File: src/rtl/ma_pkg.sv
// Shared types and constants for the RV32I MEM stage.
// Optional byte-lane steering is enabled by defining MA_BYTE_LANE_EN.
package ma_pkg;

  typedef enum logic [2:0] {
    LB  = 3'b000,
    LH  = 3'b001,
    LW  = 3'b010,
    LBU = 3'b100,
    LHU = 3'b101
  } load_f3_e;

  typedef enum logic [2:0] {
    SB = 3'b000,
    SH = 3'b001,
    SW = 3'b010
  } store_f3_e;

  localparam logic [1:0] SZ_BYTE = 2'b00;
  localparam logic [1:0] SZ_HALF = 2'b01;
  localparam logic [1:0] SZ_WORD = 2'b10;

  typedef struct packed {
    logic        mem_to_reg;
    logic [1:0]  rw_sel;
    logic [31:0] pc_plus_4;
    logic [31:0] read_data;
    logic [31:0] result;
    logic [4:0]  reg_dest;
    logic        reg_wr;
  } mem_wb_t;

  // The unused 2'b11 size code is treated as a word access.
  function automatic logic [1:0] access_size(input logic [2:0] funct3);
    logic [1:0] sz;
    case (funct3[1:0])
      2'b00:   sz = SZ_BYTE;
      2'b01:   sz = SZ_HALF;
      default: sz = SZ_WORD;
    endcase
    return sz;
  endfunction

endpackage

File: src/rtl/memory_access_if.sv
// EX/MEM inputs, data-memory port and MEM/WB outputs of the MEM stage.
// slave = the MEM stage itself, master = the surrounding pipeline/memory.
interface memory_access_if;
  logic        i_clk_en;
  logic [31:0] i_data_rd;
  logic        i_ex_mem_to_reg;
  logic [1:0]  i_ex_rw_sel;
  logic        i_ex_reg_wr;
  logic        i_ex_mem_rd;
  logic        i_ex_mem_wr;
  logic [31:0] i_ex_pc_plus_4;
  logic [31:0] i_ex_alu_result;
  logic [31:0] i_ex_reg_read_data2;
  logic [4:0]  i_ex_reg_dest;
  logic [2:0]  i_ex_funct3;
  logic [6:0]  i_ex_funct7;
  logic [31:0] o_data_wr;
  logic [31:0] o_data_addr;
  logic [1:0]  o_data_rd_en_ctrl;
  logic        o_data_rd_en_ma;
  logic        o_data_wr_en_ma;
  logic        o_ma_mem_to_reg;
  logic [1:0]  o_ma_rw_sel;
  logic [31:0] o_ma_pc_plus_4;
  logic [31:0] o_ma_read_data;
  logic [31:0] o_ma_result;
  logic [4:0]  o_ma_reg_dest;
  logic        o_ma_reg_wr;

  modport slave (
    input  i_clk_en, i_data_rd, i_ex_mem_to_reg, i_ex_rw_sel, i_ex_reg_wr,
           i_ex_mem_rd, i_ex_mem_wr, i_ex_pc_plus_4, i_ex_alu_result,
           i_ex_reg_read_data2, i_ex_reg_dest, i_ex_funct3, i_ex_funct7,
    output o_data_wr, o_data_addr, o_data_rd_en_ctrl, o_data_rd_en_ma,
           o_data_wr_en_ma, o_ma_mem_to_reg, o_ma_rw_sel, o_ma_pc_plus_4,
           o_ma_read_data, o_ma_result, o_ma_reg_dest, o_ma_reg_wr
  );

  modport master (
    output i_clk_en, i_data_rd, i_ex_mem_to_reg, i_ex_rw_sel, i_ex_reg_wr,
           i_ex_mem_rd, i_ex_mem_wr, i_ex_pc_plus_4, i_ex_alu_result,
           i_ex_reg_read_data2, i_ex_reg_dest, i_ex_funct3, i_ex_funct7,
    input  o_data_wr, o_data_addr, o_data_rd_en_ctrl, o_data_rd_en_ma,
           o_data_wr_en_ma, o_ma_mem_to_reg, o_ma_rw_sel, o_ma_pc_plus_4,
           o_ma_read_data, o_ma_result, o_ma_reg_dest, o_ma_reg_wr
  );
endinterface

File: src/rtl/ma_load_ext.sv
// Load-data extractor: picks the byte/half lane and sign/zero-extends it.
// Lane steering by address is active only with MA_BYTE_LANE_EN defined.
module ma_load_ext
  import ma_pkg::*;
(
  input  logic [2:0]  funct3,
  input  logic [1:0]  addr_lo,
  input  logic [31:0] rdata,
  output logic [31:0] ext_data
);

  logic [7:0]  byte_s;
  logic [15:0] half_s;

`ifdef MA_BYTE_LANE_EN
  // Lane selection from the low address bits
  always_comb begin
    byte_s = rdata[7:0];
    case (addr_lo)
      2'b00:   byte_s = rdata[7:0];
      2'b01:   byte_s = rdata[15:8];
      2'b10:   byte_s = rdata[23:16];
      2'b11:   byte_s = rdata[31:24];
      default: byte_s = rdata[7:0];
    endcase
    if (addr_lo[1]) begin
      half_s = rdata[31:16];
    end else begin
      half_s = rdata[15:0];
    end
  end
`else
  logic unused_addr_s;
  assign unused_addr_s = ^addr_lo;
  assign byte_s        = rdata[7:0];
  assign half_s        = rdata[15:0];
`endif

  // Width/sign extension; reserved encodings pass the word through
  always_comb begin
    ext_data = rdata;
    case (funct3)
      LB:      ext_data = {{24{byte_s[7]}}, byte_s};
      LH:      ext_data = {{16{half_s[15]}}, half_s};
      LW:      ext_data = rdata;
      LBU:     ext_data = {24'h00_0000, byte_s};
      LHU:     ext_data = {16'h0000, half_s};
      default: ext_data = rdata;
    endcase
  end

endmodule

File: src/rtl/memory_access.sv
// RV32I MEM stage: combinational data-memory drive plus the MEM/WB register bank.
// Define MA_BYTE_LANE_EN for address-steered load lanes and replicated store data.
module memory_access
  import ma_pkg::*;
(
  input  logic            i_clk,
  input  logic            i_rst,
  memory_access_if.slave  bus
);

  logic [31:0] ext_data_s;
  logic [31:0] store_data_s;
  mem_wb_t     wb_r;
  logic        unused_s;

  assign unused_s = ^bus.i_ex_funct7;

  ma_load_ext u_load_ext (
    .funct3   (bus.i_ex_funct3),
    .addr_lo  (bus.i_ex_alu_result[1:0]),
    .rdata    (bus.i_data_rd),
    .ext_data (ext_data_s)
  );

`ifdef MA_BYTE_LANE_EN
  // Sub-word stores are replicated so the memory can pick any lane
  always_comb begin
    store_data_s = bus.i_ex_reg_read_data2;
    case (bus.i_ex_funct3)
      SB:      store_data_s = {4{bus.i_ex_reg_read_data2[7:0]}};
      SH:      store_data_s = {2{bus.i_ex_reg_read_data2[15:0]}};
      default: store_data_s = bus.i_ex_reg_read_data2;
    endcase
  end
`else
  assign store_data_s = bus.i_ex_reg_read_data2;
`endif

  assign bus.o_data_addr       = bus.i_ex_alu_result;
  assign bus.o_data_wr         = store_data_s;
  assign bus.o_data_rd_en_ma   = bus.i_ex_mem_rd;
  assign bus.o_data_wr_en_ma   = bus.i_ex_mem_wr;
  assign bus.o_data_rd_en_ctrl = access_size(bus.i_ex_funct3);

  // MEM/WB bank: load data is captured even for non-loads
  always_ff @(posedge i_clk or posedge i_rst) begin
    if (i_rst) begin
      wb_r <= '0;
    end else if (bus.i_clk_en) begin
      wb_r.mem_to_reg <= bus.i_ex_mem_to_reg;
      wb_r.rw_sel     <= bus.i_ex_rw_sel;
      wb_r.pc_plus_4  <= bus.i_ex_pc_plus_4;
      wb_r.read_data  <= ext_data_s;
      wb_r.result     <= bus.i_ex_alu_result;
      wb_r.reg_dest   <= bus.i_ex_reg_dest;
      wb_r.reg_wr     <= bus.i_ex_reg_wr;
    end else begin
      wb_r <= wb_r;
    end
  end

  assign bus.o_ma_mem_to_reg = wb_r.mem_to_reg;
  assign bus.o_ma_rw_sel     = wb_r.rw_sel;
  assign bus.o_ma_pc_plus_4  = wb_r.pc_plus_4;
  assign bus.o_ma_read_data  = wb_r.read_data;
  assign bus.o_ma_result     = wb_r.result;
  assign bus.o_ma_reg_dest   = wb_r.reg_dest;
  assign bus.o_ma_reg_wr     = wb_r.reg_wr;

endmodule

File: src/flat_wrapper.sv
// flat-port wrapper written by rule: the top's interface ports become plain ports
module memory_access_flat import ma_pkg::*;
  (i_clk, i_rst, bus_i_clk_en, bus_i_data_rd, bus_i_ex_mem_to_reg, bus_i_ex_rw_sel, bus_i_ex_reg_wr, bus_i_ex_mem_rd, bus_i_ex_mem_wr, bus_i_ex_pc_plus_4, bus_i_ex_alu_result, bus_i_ex_reg_read_data2, bus_i_ex_reg_dest, bus_i_ex_funct3, bus_i_ex_funct7, bus_o_data_wr, bus_o_data_addr, bus_o_data_rd_en_ctrl, bus_o_data_rd_en_ma, bus_o_data_wr_en_ma, bus_o_ma_mem_to_reg, bus_o_ma_rw_sel, bus_o_ma_pc_plus_4, bus_o_ma_read_data, bus_o_ma_result, bus_o_ma_reg_dest, bus_o_ma_reg_wr);
  memory_access_if bus_i ();
  input  logic i_clk;
  input  logic i_rst;
  input wire logic [$bits(bus_i.i_clk_en)-1:0] bus_i_clk_en;
  input wire logic [$bits(bus_i.i_data_rd)-1:0] bus_i_data_rd;
  input wire logic [$bits(bus_i.i_ex_mem_to_reg)-1:0] bus_i_ex_mem_to_reg;
  input wire logic [$bits(bus_i.i_ex_rw_sel)-1:0] bus_i_ex_rw_sel;
  input wire logic [$bits(bus_i.i_ex_reg_wr)-1:0] bus_i_ex_reg_wr;
  input wire logic [$bits(bus_i.i_ex_mem_rd)-1:0] bus_i_ex_mem_rd;
  input wire logic [$bits(bus_i.i_ex_mem_wr)-1:0] bus_i_ex_mem_wr;
  input wire logic [$bits(bus_i.i_ex_pc_plus_4)-1:0] bus_i_ex_pc_plus_4;
  input wire logic [$bits(bus_i.i_ex_alu_result)-1:0] bus_i_ex_alu_result;
  input wire logic [$bits(bus_i.i_ex_reg_read_data2)-1:0] bus_i_ex_reg_read_data2;
  input wire logic [$bits(bus_i.i_ex_reg_dest)-1:0] bus_i_ex_reg_dest;
  input wire logic [$bits(bus_i.i_ex_funct3)-1:0] bus_i_ex_funct3;
  input wire logic [$bits(bus_i.i_ex_funct7)-1:0] bus_i_ex_funct7;
  output wire logic [$bits(bus_i.o_data_wr)-1:0] bus_o_data_wr;
  output wire logic [$bits(bus_i.o_data_addr)-1:0] bus_o_data_addr;
  output wire logic [$bits(bus_i.o_data_rd_en_ctrl)-1:0] bus_o_data_rd_en_ctrl;
  output wire logic [$bits(bus_i.o_data_rd_en_ma)-1:0] bus_o_data_rd_en_ma;
  output wire logic [$bits(bus_i.o_data_wr_en_ma)-1:0] bus_o_data_wr_en_ma;
  output wire logic [$bits(bus_i.o_ma_mem_to_reg)-1:0] bus_o_ma_mem_to_reg;
  output wire logic [$bits(bus_i.o_ma_rw_sel)-1:0] bus_o_ma_rw_sel;
  output wire logic [$bits(bus_i.o_ma_pc_plus_4)-1:0] bus_o_ma_pc_plus_4;
  output wire logic [$bits(bus_i.o_ma_read_data)-1:0] bus_o_ma_read_data;
  output wire logic [$bits(bus_i.o_ma_result)-1:0] bus_o_ma_result;
  output wire logic [$bits(bus_i.o_ma_reg_dest)-1:0] bus_o_ma_reg_dest;
  output wire logic [$bits(bus_i.o_ma_reg_wr)-1:0] bus_o_ma_reg_wr;
  assign bus_i.i_clk_en = bus_i_clk_en;
  assign bus_i.i_data_rd = bus_i_data_rd;
  assign bus_i.i_ex_mem_to_reg = bus_i_ex_mem_to_reg;
  assign bus_i.i_ex_rw_sel = bus_i_ex_rw_sel;
  assign bus_i.i_ex_reg_wr = bus_i_ex_reg_wr;
  assign bus_i.i_ex_mem_rd = bus_i_ex_mem_rd;
  assign bus_i.i_ex_mem_wr = bus_i_ex_mem_wr;
  assign bus_i.i_ex_pc_plus_4 = bus_i_ex_pc_plus_4;
  assign bus_i.i_ex_alu_result = bus_i_ex_alu_result;
  assign bus_i.i_ex_reg_read_data2 = bus_i_ex_reg_read_data2;
  assign bus_i.i_ex_reg_dest = bus_i_ex_reg_dest;
  assign bus_i.i_ex_funct3 = bus_i_ex_funct3;
  assign bus_i.i_ex_funct7 = bus_i_ex_funct7;
  assign bus_o_data_wr = bus_i.o_data_wr;
  assign bus_o_data_addr = bus_i.o_data_addr;
  assign bus_o_data_rd_en_ctrl = bus_i.o_data_rd_en_ctrl;
  assign bus_o_data_rd_en_ma = bus_i.o_data_rd_en_ma;
  assign bus_o_data_wr_en_ma = bus_i.o_data_wr_en_ma;
  assign bus_o_ma_mem_to_reg = bus_i.o_ma_mem_to_reg;
  assign bus_o_ma_rw_sel = bus_i.o_ma_rw_sel;
  assign bus_o_ma_pc_plus_4 = bus_i.o_ma_pc_plus_4;
  assign bus_o_ma_read_data = bus_i.o_ma_read_data;
  assign bus_o_ma_result = bus_i.o_ma_result;
  assign bus_o_ma_reg_dest = bus_i.o_ma_reg_dest;
  assign bus_o_ma_reg_wr = bus_i.o_ma_reg_wr;
  memory_access u_core (.i_clk(i_clk), .i_rst(i_rst), .bus(bus_i));
endmodule
File: config.mk
export PLATFORM = sky130hd
export DESIGN_NAME = memory_access_flat
export DESIGN_NICKNAME = d
export VERILOG_FILES = /design/src/rtl/ma_pkg.sv /design/src/rtl/memory_access_if.sv /design/src/rtl/ma_load_ext.sv /design/src/rtl/memory_access.sv /design/src/flat_wrapper.sv
export SDC_FILE = /design/constraint.sdc
export NUM_CORES = 1
export LEC_CHECK = 0
export ABC_AREA = 0
export CORE_MARGIN = 5
export CORE_UTILIZATION = 32
export CTS_CLUSTER_DIAMETER = 200
export DETAILED_ROUTE_END_ITERATION = 8
export GPL_ROUTABILITY_DRIVEN = 0
export PLACE_DENSITY = 0.85
export SKIP_LAST_GASP = 1
export SLEW_MARGIN = 15
export SYNTH_ARGS = -nofsm -noshare
export SYNTH_HDL_FRONTEND = slang
export SYNTH_SLANG_ARGS = --single-unit
File: constraint.sdc
create_clock -name i_clk -period 3.73 [get_ports i_clk]
set_clock_uncertainty 0.2 [all_clocks]
set_input_delay 0.746 -clock i_clk [delete_from_list [all_inputs] [get_ports i_clk]]
set_output_delay 0.746 -clock i_clk [all_outputs]
set_load 0.02 [all_outputs]
==> metrics.md <==
| Metric | Value |
|---|---|
| TritonCTS clock tree | done |
| CP max stage cell | clkdlybuf4s50_1 |
| XOR/XNOR Fraction of Synth Area | 0% |
| CP Launch Point | bus_i_ex_funct3[0] |
| Grt total ovfl | 0 |
| Worst Tran Pin Value | 0.677 ns |
| Maxcap violations | 0 |
| Overall Global Routing Usage | 14.8% |
| WP data required | 2.78 ns |
| R2R setup slack | 2.75 ns |
| Crit start category | input pin |
| Die height | 132 um |
| FILL cells | 1232 |
| Worst-Skew Late Latency | 0.34 ns |
| WL final | 12900 um |
| Number of global-route vias before repair | 3883 |
| Largest cells by area after synthesis | dfrtp_1 55%, mux2_2 19%, buf_4 11% |
| Main combinational cell family by area after synthesis | multiplexers |
| Synthesized area | 0.00476 sq mm |
| Total power | 0.00319 W |
| Synth top area share | 55.2% |
| IO Pins | 325 |
| Area Growth Syn to Fin | 52.9% |
| DR pass1 iterations | 4 |
| CORE AREA | 0.0145 sq mm |
| Clock transition at path regs | 0.07 ns |
| Largest net degree at the start of global routing | 67 |
| Worst slew margin | 54.8% |
| Worst EP arrival | 2.08 ns |
| Initial antenna violation count | 0 |
| Setup TNS | 0 ns |
| Bufs on Longest Clock Path | 2 |
| Commonest register cell after synthesis | dfrtp_1 |
| Crit path top cell by count | clkdlybuf4s50_1 |
| TritonCTS Buffers | 9 |
| Synth async-reset ratio | 100% |
| Clk Tree Root Cell | clkbuf_16 |
| Endpoints failing setup | 0 |
| Antenna-violating nets left | 0 |
| CP max FO | 4 |
| HP Class | reg -> reg |
| Worst hold slack | 0.303 ns |
| Max Fclk | 0.330 GHz |
| Kind of critical path | in -> out |
| Fin area | 0.00727 sq mm |
| FF+latch area | 0.00263 sq mm |
| # DRC | 0 |
| Crit path largest cell delay | 0.61 ns |
| Maximum vdd drop | 0.211 mV |
| Multiplexer share of the synthesized area | 19.5% |
| Worst r2r src | u_core.bus.o_ma_pc_plus_4[10]$_DFFE_PP0P_ |
| Initial core utilization | 32.7% |
| Register area share after synthesis | 55.2% |
| Synth top cells by count | 105 x dfrtp_1, 79 x mux2_2, 67 x buf_4, 25 x inv_1, 20 x o221ai_2 |
| Via density | 4.61 |
| Tcrit/Tclk final | 81.2% |
| Area of the die | 0.0174 sq mm |
| CP cell instances | clkdlybuf4s50_1 -> nor2b_1 -> clkdlybuf4s50_1 |
| Number of flops mapped to enable cells by yosys | 0 |
| Static Leak | 2.95 nW |
| Min Tclk post-route | 3.03 ns |
| Synth Area in Compound Gates | 7.23% |
| Simple-gate share of the synthesized area | 3.18% |
| Synth area leader | dfrtp_1 |
| Row count | 44 |
| Status | completed |
| Antenna cell count | 0 |
| Syn_nets | 504 |
| CTS Hold Bufs | 0 |
| Post-synthesis cell type count | 17 |
| Clock sink count | 105 |
| First-pass GRT wire length | 20900 um |
| Most frequent cell after synthesis | dfrtp_1 |
| Synth Area in Adders | 0% |
| Worst setup EP type | output pin |
| DRT iter0 DRCs | 108 |
| Final Hold Fails | 0 |
| Slew Viols, Final | 0 |
| HPWL Detailed | 10000 um |
| PostCTS Resize Cnt | 0 |
| Area of the multi-input gates | 0.00142 sq mm |
| Unrepaired setup endpoints after global routing | false |
| Layout cell share with drive strength beyond 1 | 23.4% |
| Seq cells post-synth | 105 |
| Hold path startpoint | u_core.bus.o_ma_read_data[3]$_DFFE_PP0P_ |
| Port Buf Inserts | 249 |
| Width of the die | 132 um |
| Yosys warns | 0 |
| Power density cells | 438 mW/mm^2 |
| Vias | 3317 |
| Final Net Count | 682 |
| Placement Cell Area | 0.00694 sq mm |
| CTS H-tree lvls | 3 |
| Synth Instances | 352 |
| Post-CTS Setup Repair Bufs | 0 |
| Routed len/inst | 18.0 um |
| Avg Cell Area, Syn | 13.5 sq um |
final timing paths:
path / to / cells past startpoint
max: bus_o_data_rd_en_ctrl[0] / 3
min: u_core.bus.o_ma_read_data[3]$_DFFE_PP0P_ / 1
max reg2reg: u_core.bus.o_ma_pc_plus_4[10]$_DFFE_PP0P_ / 1
min reg2reg: u_core.bus.o_ma_read_data[3]$_DFFE_PP0P_ / 1
max in group asynchronous: u_core.bus.o_ma_reg_dest[4]$_DFFE_PP0P_ / 3
min in group asynchronous: u_core.bus.o_ma_result[29]$_DFFE_PP0P_ / 2
stage by stage:
step	utilization, %	worst slack, ns	cells
final	50.0	0.701	719
after global routing	50.0	0.691	719
after CTS	50.0	0.694	719
after detailed placement	47.7	0.697	703
after global placement	47.7	0.692	703
after floorplan	-	0.0235	352
power by group:
group          switching [W]  total (W)  internal [W]
clock network       0.000427    0.00106      0.000630
logic               0.000374   0.000814      0.000440
registers          0.0000627    0.00132       0.00125
total               0.000864    0.00319       0.00232
layer usage:
layer  up-vias  global-route usage, %  part of all wire, %
met5         -                      0                    0
met1      1615                   15.3                   36
met4         0                   6.06                  2.5
met2       171                   26.8                   52
met3        30                   5.73                  9.3
li1       1501                      -                    -
worst max-delay path: cells and delay by family:
kind	cells	cell delay [ns]
AND/OR/NAND/NOR	1	0.15
buffers and inverters	2	1.19
area by class of cell:
cell class,instances,area share (%)
Sequential cell,105,36.1
Timing Repair Buffer,255,35.2
Multi-Input combinational cell,134,19.5
Clock buffer,11,3.47
Tap cell,184,3.17
Inverter,25,1.32
Clock inverter,5,1.17
cell usage in the layout (no fill, tap or decap), drive strengths merged:
cell type / count
clkdlybuf4s50: 248
bufinv: 2
or3b: 1
o221ai: 24
o21ai: 1
mux2: 81
nand2b: 9
buf: 7
inv: 27
clkinvlp: 1
dfrtp: 105
nand3: 16
nor2b: 1
clkbuf: 11
mux2i: 1
kinds of logic (layout without fill, tap and decap cells):
kind of cell	count (synthesis)	count (layout)
compound gates	25	25
flops	105	105
mux	82	82
buf+inv	113	296
simple gates	27	27
Note: power is estimated with default switching activity, not from simulation.
